--- config.mk ---
export PLATFORM = sky130hd
export DESIGN_NAME = mem_arbiter_flat
export DESIGN_NICKNAME = d
export VERILOG_FILES = /design/src/rtl/mem_arbiter_if.sv /design/src/rtl/mem_arbiter.sv /design/src/flat_wrapper.sv
export SDC_FILE = /design/constraint.sdc
export NUM_CORES = 1
export LEC_CHECK = 0
export CORE_AREA = 2 2 102 104
export DETAILED_ROUTE_END_ITERATION = 10
export DIE_AREA = 0 0 104 106
export HOLD_SLACK_MARGIN = 0.15
export MAX_ROUTING_LAYER = met4
export PLACE_DENSITY_LB_ADDON = 0.25
export SYNTH_ARGS = -nofsm -noshare
export SYNTH_HDL_FRONTEND = slang
export SYNTH_SLANG_ARGS = --single-unit
--- constraint.sdc ---
create_clock -name CLK -period 3.9 [get_ports CLK]
set_clock_uncertainty 0.1 [all_clocks]
set_input_delay 0.975 -clock CLK [delete_from_list [all_inputs] [get_ports CLK]]
set_output_delay 0.975 -clock CLK [all_outputs]
set_load 0.02 [all_outputs]
--- src/rtl/mem_arbiter_if.sv ---
// Cache-side and RAM-side signal bundle for mem_arbiter.
// master: the arbiter; slave: the caches and RAM it connects.
interface mem_arbiter_if #(
    parameter int WORD_W = 32
);
    logic              iREN;
    logic [WORD_W-1:0] iaddr;
    logic              iwait;
    logic [WORD_W-1:0] iload;
    logic              dREN;
    logic              dWEN;
    logic [WORD_W-1:0] daddr;
    logic [WORD_W-1:0] dstore;
    logic              dwait;
    logic [WORD_W-1:0] dload;
    logic              ramREN;
    logic              ramWEN;
    logic [WORD_W-1:0] ramaddr;
    logic [WORD_W-1:0] ramstore;
    logic [WORD_W-1:0] ramload;
    logic [1:0]        ramstate;

    modport master (
        input  iREN, iaddr, dREN, dWEN, daddr, dstore, ramload, ramstate,
        output iwait, iload, dwait, dload, ramREN, ramWEN, ramaddr, ramstore
    );

    modport slave (
        output iREN, iaddr, dREN, dWEN, daddr, dstore, ramload, ramstate,
        input  iwait, iload, dwait, dload, ramREN, ramWEN, ramaddr, ramstore
    );
endinterface

--- src/rtl/mem_arbiter.sv ---
// Serialises icache/dcache traffic onto a single-ported RAM: dcache priority with a starvation guard.
// Optional MEM_ARBITER_PERF_EN adds completed-access counters perf_dacc/perf_iacc.
module mem_arbiter #(
    parameter int WORD_W     = 32,
    parameter int STARVE_MAX = 4
) (
    input  logic CLK,
    input  logic nRST,
    mem_arbiter_if.master bus
`ifdef MEM_ARBITER_PERF_EN
    ,
    output logic [WORD_W-1:0] perf_dacc,
    output logic [WORD_W-1:0] perf_iacc
`endif
);
    localparam int          SW         = $clog2(STARVE_MAX + 1);
    localparam logic [SW-1:0] STARVE_CAP = SW'(STARVE_MAX);
    localparam logic [1:0]  RAM_ACCESS = 2'd2;

    typedef enum logic [1:0] {IDLE, DGNT, IGNT} state_t;
    typedef enum logic [1:0] {SEL_NONE, SEL_D, SEL_I} sel_t;

    state_t        state, state_next;
    sel_t          sel;
    logic [SW-1:0] starve;
    logic          access;
    logic          d_req;
    logic          d_done;
    logic          i_done;

    assign access    = (bus.ramstate == RAM_ACCESS);
    assign d_req     = bus.dREN | bus.dWEN;
    assign bus.iload = bus.ramload;
    assign bus.dload = bus.ramload;

    // NOTE: every output of this block gets a default first, so no path can infer a latch.
    always_comb begin
        sel          = SEL_NONE;
        state_next   = IDLE;
        bus.ramREN   = 1'b0;
        bus.ramWEN   = 1'b0;
        bus.ramaddr  = '0;
        bus.ramstore = '0;
        bus.iwait    = 1'b1;
        bus.dwait    = 1'b1;
        d_done       = 1'b0;
        i_done       = 1'b0;

        unique case (state)
            IDLE: begin
                if (bus.iREN && starve == STARVE_CAP) sel = SEL_I;
                else if (d_req)                       sel = SEL_D;
                else if (bus.iREN)                    sel = SEL_I;
            end
            DGNT:    if (d_req)    sel = SEL_D;
            IGNT:    if (bus.iREN) sel = SEL_I;
            default: sel = SEL_NONE;
        endcase

        // Strobes stay low for the whole reset pulse, even with requests pending.
        if (!nRST) sel = SEL_NONE;

        unique case (sel)
            SEL_D: begin
                bus.ramWEN   = bus.dWEN;
                bus.ramREN   = bus.dREN & ~bus.dWEN;
                bus.ramaddr  = bus.daddr;
                bus.ramstore = bus.dstore;
                bus.dwait    = ~access;
                d_done       = access;
                state_next   = access ? IDLE : DGNT;
            end
            SEL_I: begin
                bus.ramREN  = 1'b1;
                bus.ramaddr = bus.iaddr;
                bus.iwait   = ~access;
                i_done      = access;
                state_next  = access ? IDLE : IGNT;
            end
            default: state_next = IDLE;
        endcase
    end

    // NOTE: sequential state uses non-blocking assignments so every register samples pre-edge values.
    always_ff @(posedge CLK or negedge nRST) begin
        if (!nRST) begin
            state  <= IDLE;
            starve <= '0;
        end else begin
            state <= state_next;
            if (i_done) begin
                starve <= '0;
            end else if (d_done) begin
                if (!bus.iREN)                starve <= '0;
                else if (starve != STARVE_CAP) starve <= starve + SW'(1);
            end
        end
    end

`ifdef MEM_ARBITER_PERF_EN
    always_ff @(posedge CLK or negedge nRST) begin
        if (!nRST) begin
            perf_dacc <= '0;
            perf_iacc <= '0;
        end else begin
            if (d_done) perf_dacc <= perf_dacc + WORD_W'(1);
            if (i_done) perf_iacc <= perf_iacc + WORD_W'(1);
        end
    end
`endif
endmodule

--- src/flat_wrapper.sv ---
// flat-port wrapper written by rule: the top's interface ports become plain ports
module mem_arbiter_flat 
#(
    parameter int WORD_W     = 32,
    parameter int STARVE_MAX = 4
)
  (CLK, nRST, bus_iREN, bus_iaddr, bus_dREN, bus_dWEN, bus_daddr, bus_dstore, bus_ramload, bus_ramstate, bus_iwait, bus_iload, bus_dwait, bus_dload, bus_ramREN, bus_ramWEN, bus_ramaddr, bus_ramstore);
  mem_arbiter_if #(.WORD_W(WORD_W)) bus_i ();
  input  logic CLK;
  input  logic nRST;
  input wire logic [$bits(bus_i.iREN)-1:0] bus_iREN;
  input wire logic [$bits(bus_i.iaddr)-1:0] bus_iaddr;
  input wire logic [$bits(bus_i.dREN)-1:0] bus_dREN;
  input wire logic [$bits(bus_i.dWEN)-1:0] bus_dWEN;
  input wire logic [$bits(bus_i.daddr)-1:0] bus_daddr;
  input wire logic [$bits(bus_i.dstore)-1:0] bus_dstore;
  input wire logic [$bits(bus_i.ramload)-1:0] bus_ramload;
  input wire logic [$bits(bus_i.ramstate)-1:0] bus_ramstate;
  output wire logic [$bits(bus_i.iwait)-1:0] bus_iwait;
  output wire logic [$bits(bus_i.iload)-1:0] bus_iload;
  output wire logic [$bits(bus_i.dwait)-1:0] bus_dwait;
  output wire logic [$bits(bus_i.dload)-1:0] bus_dload;
  output wire logic [$bits(bus_i.ramREN)-1:0] bus_ramREN;
  output wire logic [$bits(bus_i.ramWEN)-1:0] bus_ramWEN;
  output wire logic [$bits(bus_i.ramaddr)-1:0] bus_ramaddr;
  output wire logic [$bits(bus_i.ramstore)-1:0] bus_ramstore;
  assign bus_i.iREN = bus_iREN;
  assign bus_i.iaddr = bus_iaddr;
  assign bus_i.dREN = bus_dREN;
  assign bus_i.dWEN = bus_dWEN;
  assign bus_i.daddr = bus_daddr;
  assign bus_i.dstore = bus_dstore;
  assign bus_i.ramload = bus_ramload;
  assign bus_i.ramstate = bus_ramstate;
  assign bus_iwait = bus_i.iwait;
  assign bus_iload = bus_i.iload;
  assign bus_dwait = bus_i.dwait;
  assign bus_dload = bus_i.dload;
  assign bus_ramREN = bus_i.ramREN;
  assign bus_ramWEN = bus_i.ramWEN;
  assign bus_ramaddr = bus_i.ramaddr;
  assign bus_ramstore = bus_i.ramstore;
  mem_arbiter #(.WORD_W(WORD_W), .STARVE_MAX(STARVE_MAX)) u_core (.CLK(CLK), .nRST(nRST), .bus(bus_i));
endmodule
=== Yosys cells after proc, flatten, opt, wreduce, memory -nomap -nowiden ===
Index checks and enable logic that the tools add are counted.

* Bits in registers: 5
* Output and inout port bits: 132
* Word-level logic and storage cells: 40

* Add/sub/neg operators: 1
* Equal/unequal tests: 8
* Mux-type cells: 21
* Bitwise logic cells: 4
* Reductions and logical operators: 4

{| class="wikitable"
|+ Operator list
! cell !! number
|-
| 32-bit one-hot mux with 2 select lines || 1
|-
| 32-bit two-way mux || 1
|-
| 3-bit two-way mux || 4
|-
| 2-bit two-way mux || 5
|-
| 1-bit two-way mux || 7
|-
| 2-bit == test, second input constant || 3
|-
| 2-bit one-hot mux with 3 select lines || 1
|-
| 2-bit by 1-bit == test with 1-bit output, second input constant || 2
|-
| 2-bit one-hot mux with 2 select lines || 1
|-
| 3-bit by 1-bit adder with 3-bit output, second input constant || 1
|-
| 3-bit == test, second input constant || 1
|-
| 3-bit by 1-bit inequality test with 1-bit output, second input constant || 1
|-
| 3-bit inequality test, second input constant || 1
|-
| 2-bit logical NOT || 1
|-
| 1-bit NOT || 2
|-
| 1-bit one-hot mux with 2 select lines || 1
|-
| 2-bit AND reduction || 1
|-
| 2-bit nonzero test || 1
|-
| 1-bit AND || 1
|-
| 1-bit logical AND || 1
|-
| 1-bit bitwise OR || 1
|}

=== Logic depth before layout (Yosys ltp) ===
* Depth in word-level cells: 9
* Mapped depth: 9
* Gate-level depth less buffers: 8

=== Least setup slack after synthesis ===
Ideal clock, no wire load.

* Path type: in2out
* From: input port bus_iREN
* To: output port bus_ramaddr[0]
* Data arrival time: 2,454 ps
* Data required time: 2,825 ps
* Setup slack: 371 ps
* Stages on the path: 8
* Cells stage by stage: nor2b_1 nand3_1 and3_1 ha_1 nor2b_1 clkbuf_1 buf_2 a22o_1

* Word-level cells in the longest chain between the ends: 7
* Elaborated cells on any way between the ends: 9
* Those cells by class: 2 x eq/ne; 6 x mux; 1 x reduce/logical

{| class="wikitable"
|+ Ends and longest elaborated chain
! item !! line !! source
|-
| start: declaration || flat_wrapper.sv:11 || <nowiki>input wire logic [$bits(bus_i.iREN)-1:0] bus_iREN;</nowiki>
|-
| 2-bit two-way mux || mem_arbiter.sv:53, mem_arbiter.sv:56 ||
|-
| 2-bit two-way mux || mem_arbiter.sv:52 || <nowiki>else if (d_req) sel = SEL_D;</nowiki>
|-
| 2-bit two-way mux || mem_arbiter.sv:51 || <nowiki>if (bus.iREN && starve == STARVE_CAP) sel = SEL_I;</nowiki>
|-
| 2-bit one-hot mux with 3 select lines (*) || mem_arbiter.sv:49 || <nowiki>unique case (state)</nowiki>
|-
| 2-bit two-way mux (*) || mem_arbiter.sv:61 || <nowiki>if (!nRST) sel = SEL_NONE;</nowiki>
|-
| 2-bit == test / 2-bit by 1-bit == test with 1-bit output (equally long branches) || mem_arbiter.sv:63 || <nowiki>unique case (sel)</nowiki>
|-
| 32-bit one-hot mux with 2 select lines (*) || mem_arbiter.sv:63 ||
|-
| end: declaration || flat_wrapper.sv:25 || <nowiki>output wire logic [$bits(bus_i.ramaddr)-1:0] bus_ramaddr;</nowiki>
|}

Every way passes the cells marked *; elsewhere a longest branch is shown, timed or not.

=== Worst setup path after layout ===
* From: input port bus_iREN
* To: output port bus_ramaddr[16]

The elaborated chain is that of the path after synthesis.

==> out/summary.txt <==
Net Count, Synth -> 326
Worst EP required -> 2.82 ns
Synth async-reset ratio -> 1.00
WP buf/inv -> 4
GR Overflow Total -> 0
Final Wtd Congestion -> 0.738
Post-route minimum period -> 3.77 ns
Design Power -> 0.523 mW
Flops & latches, synth -> 5
Setup slack at placement -> -0.706 ns
Die Ht -> 106 um
First-pass GRT wire length -> 9430 um
Gr usage total -> 0.111
Worst vdd ir -> 0.0798 mV
Number of synthesized flops with an enable pin -> 0
CTS tree -> built
Die ar. -> 11000 sq um
PwrDens -> 173 nW/um^2
Layout cells sized above 1 -> 0.226
Dpl hpwl -> 4890 um
Worst-Skew Late Latency -> 0.23 ns
Vias in the first global route -> 1717
Finished Layout Cells -> 441
Outcome -> complete, no violations
Flip-flop and latch area -> 125 sq um
Initial antenna violation count -> 0
Yosys warnings -> 0
Synth top area share -> 0.334
Cell variety after synth -> 28
Via count -> 1702
DR WL/cell -> 15.1 um
WHS -> 0.467 ns
Root buf cell -> clkbuf_8
Iteration-0 DRC Markers -> 50
Clock Path Buffers -> 2
Syn Area/Cell -> 7.69 sq um
Measured slew at the worst slew-check pin -> 0.250 ns
Placed cells -> 428
Area growth, synth to finish -> 110%
Clock sink count -> 5
Area of the multi-input gates -> 805 sq um
Top Ports -> 267
First-pass iteration count of the detailed router -> 4
Fin. max-slew vios -> 0
Max Cap Violations -> 0
Clk slew on worst S/H paths -> 0.04 ns
Hold Fails Final Rpt -> 0
CP max-delay cell -> ha_4
Inserted Clock Buffers -> 3
Critical Path Start Type -> primary input
Ant. Diodes -> 0
P_leak -> 1.75 nW
Final worst-path setup slack -> 0.128 ns
RSZ-0062 raised after global routing -> no
Final setup vio count -> 0
CP peak stage delay -> 0.25 ns
Initial core utilization -> 0.144
Critical Path Most Common Cell -> nor2b_4
Largest net degree at the start of global routing -> 38
Fin crit share -> 0.967
CP cell instances -> clkdlybuf4s15_2 -> nor2b_4 -> nand3_1 -> and3_4 -> ha_4 -> nor2b_4 -> buf_4 -> buf_16 -> a22o_1 -> buf_2
Vias per cell -> 3.86
Rel. slew slack -> 0.833
Mapped Area -> 1440 sq um
Drt drc -> 0
Largest area contributor in the netlist -> buf_4
Ys flop type -> dfrtp_1
Register area share after synthesis -> 0.0870
Setup CP Type -> in -> out
Most common cell in the synthesized netlist -> buf_4
WL final -> 6660 um
Crit. End Element -> output port
Hold crit path type -> reg -> reg
Number of port buffers -> 170
Cell row count -> 37
Synth top area cells -> buf_4 (33%), a22o_1 (19%), and2_1 (14%)
Chip width -> 104 um
Mapped Cells -> 187
CP max FO -> 9
Fmax achieved -> 265 MHz
CP arrival -> 2.70 ns
Detail Route Antenna Nets -> 0
Core Box Area -> 10000 sq um
Top cells by count, synth -> buf_4 (64), and2_1 (33), a22o_1 (32)
Fillers -> 1110
Final core occ -> 0.302
Htree depth -> 1
Fin nets -> 445
Hold_buf cts -> 0
CP delay by family, top -> buffers and inverters
==> per-layer routing <==
metal	track usage	up-vias	routed length, um
met5	-	-	0
met1	0.123	781	2400
met4	0.0251	0	95
met2	0.195	99	3530
li1	-	810	-
met3	0.0343	12	630
==> registers in the layout (all words and copies together) (netlist names) <==
| signal | count |
|---|---|
| u_core.starve | 3 |
| u_core.state | 2 |
==> power by group <==
part	internal, mW	switching (mW)
Clock	0.0705	0.0297
Sequential	0.0638	0.0143
Combinational	0.204	0.140
==> cells in the final DEF, fill, tap and decap left out, drive strengths merged, types with 3 or more instances in the layout <==
cell / instances
dlygate4sd2: 4
clkbuf: 24
inv: 3
clkdlybuf4s50: 100
dlymetal6s2s: 32
buf: 34
nor2b: 5
dfrtp: 5
a22o: 32
nand2: 5
ha: 4
and2: 33
==> worst paths after layout <==
path	startpoint	endpoint	slack [ns]	cells after the start
min in group asynchronous	nRST	u_core.starve[1]	0.72	2
max in group asynchronous	nRST	u_core.starve[0]	2.84	2
setup reg to reg	u_core.starve[0]	u_core.starve[1]	1.55	10
hold reg to reg	u_core.starve[0]	u_core.starve[0]	0.47	1
setup / recovery	bus_iREN	bus_ramaddr[16]	0.13	10
hold / removal	u_core.starve[0]	u_core.starve[0]	0.47	1
==> timing repair <==
action,in CTS,in global routing
cloned,3,0
pin swaps,2,0
gates resized for setup,85,82
endpoints found under the hold margin,0,0
setup buffers,6,0
setup endpoints to repair,68,66
==> cell families after synthesis <==
group                      after synthesis  share of synthesized area
AOI/OAI and AO/OA                       42                      0.248
adders and majority gates                4                     0.0348
buffers and inverters                   80                      0.387
DFF                                      5                     0.0870
and+or+nand+nor                         56                      0.243
==> cell type report <==
type                            count  area share
Multi-Input combinational cell    102       0.266
Sequential cell                     5      0.0414
Clock buffer                        4      0.0149
Inverter                            3     0.00372
Tap cell                          136      0.0563
Timing Repair Buffer              191       0.618
==> metrics by stage <==
step / instance area (sq um) / setup TNS (ns)
2_1_floorplan: 1440 / 0
5_1_grt: 3020 / 0
4_1_cts: 3090 / 0
3_3_place_gp: 2890 / -33.69
6_report: 3020 / 0
3_5_place_dp: 2890 / -34.70
(Power assumes the default switching activity.)
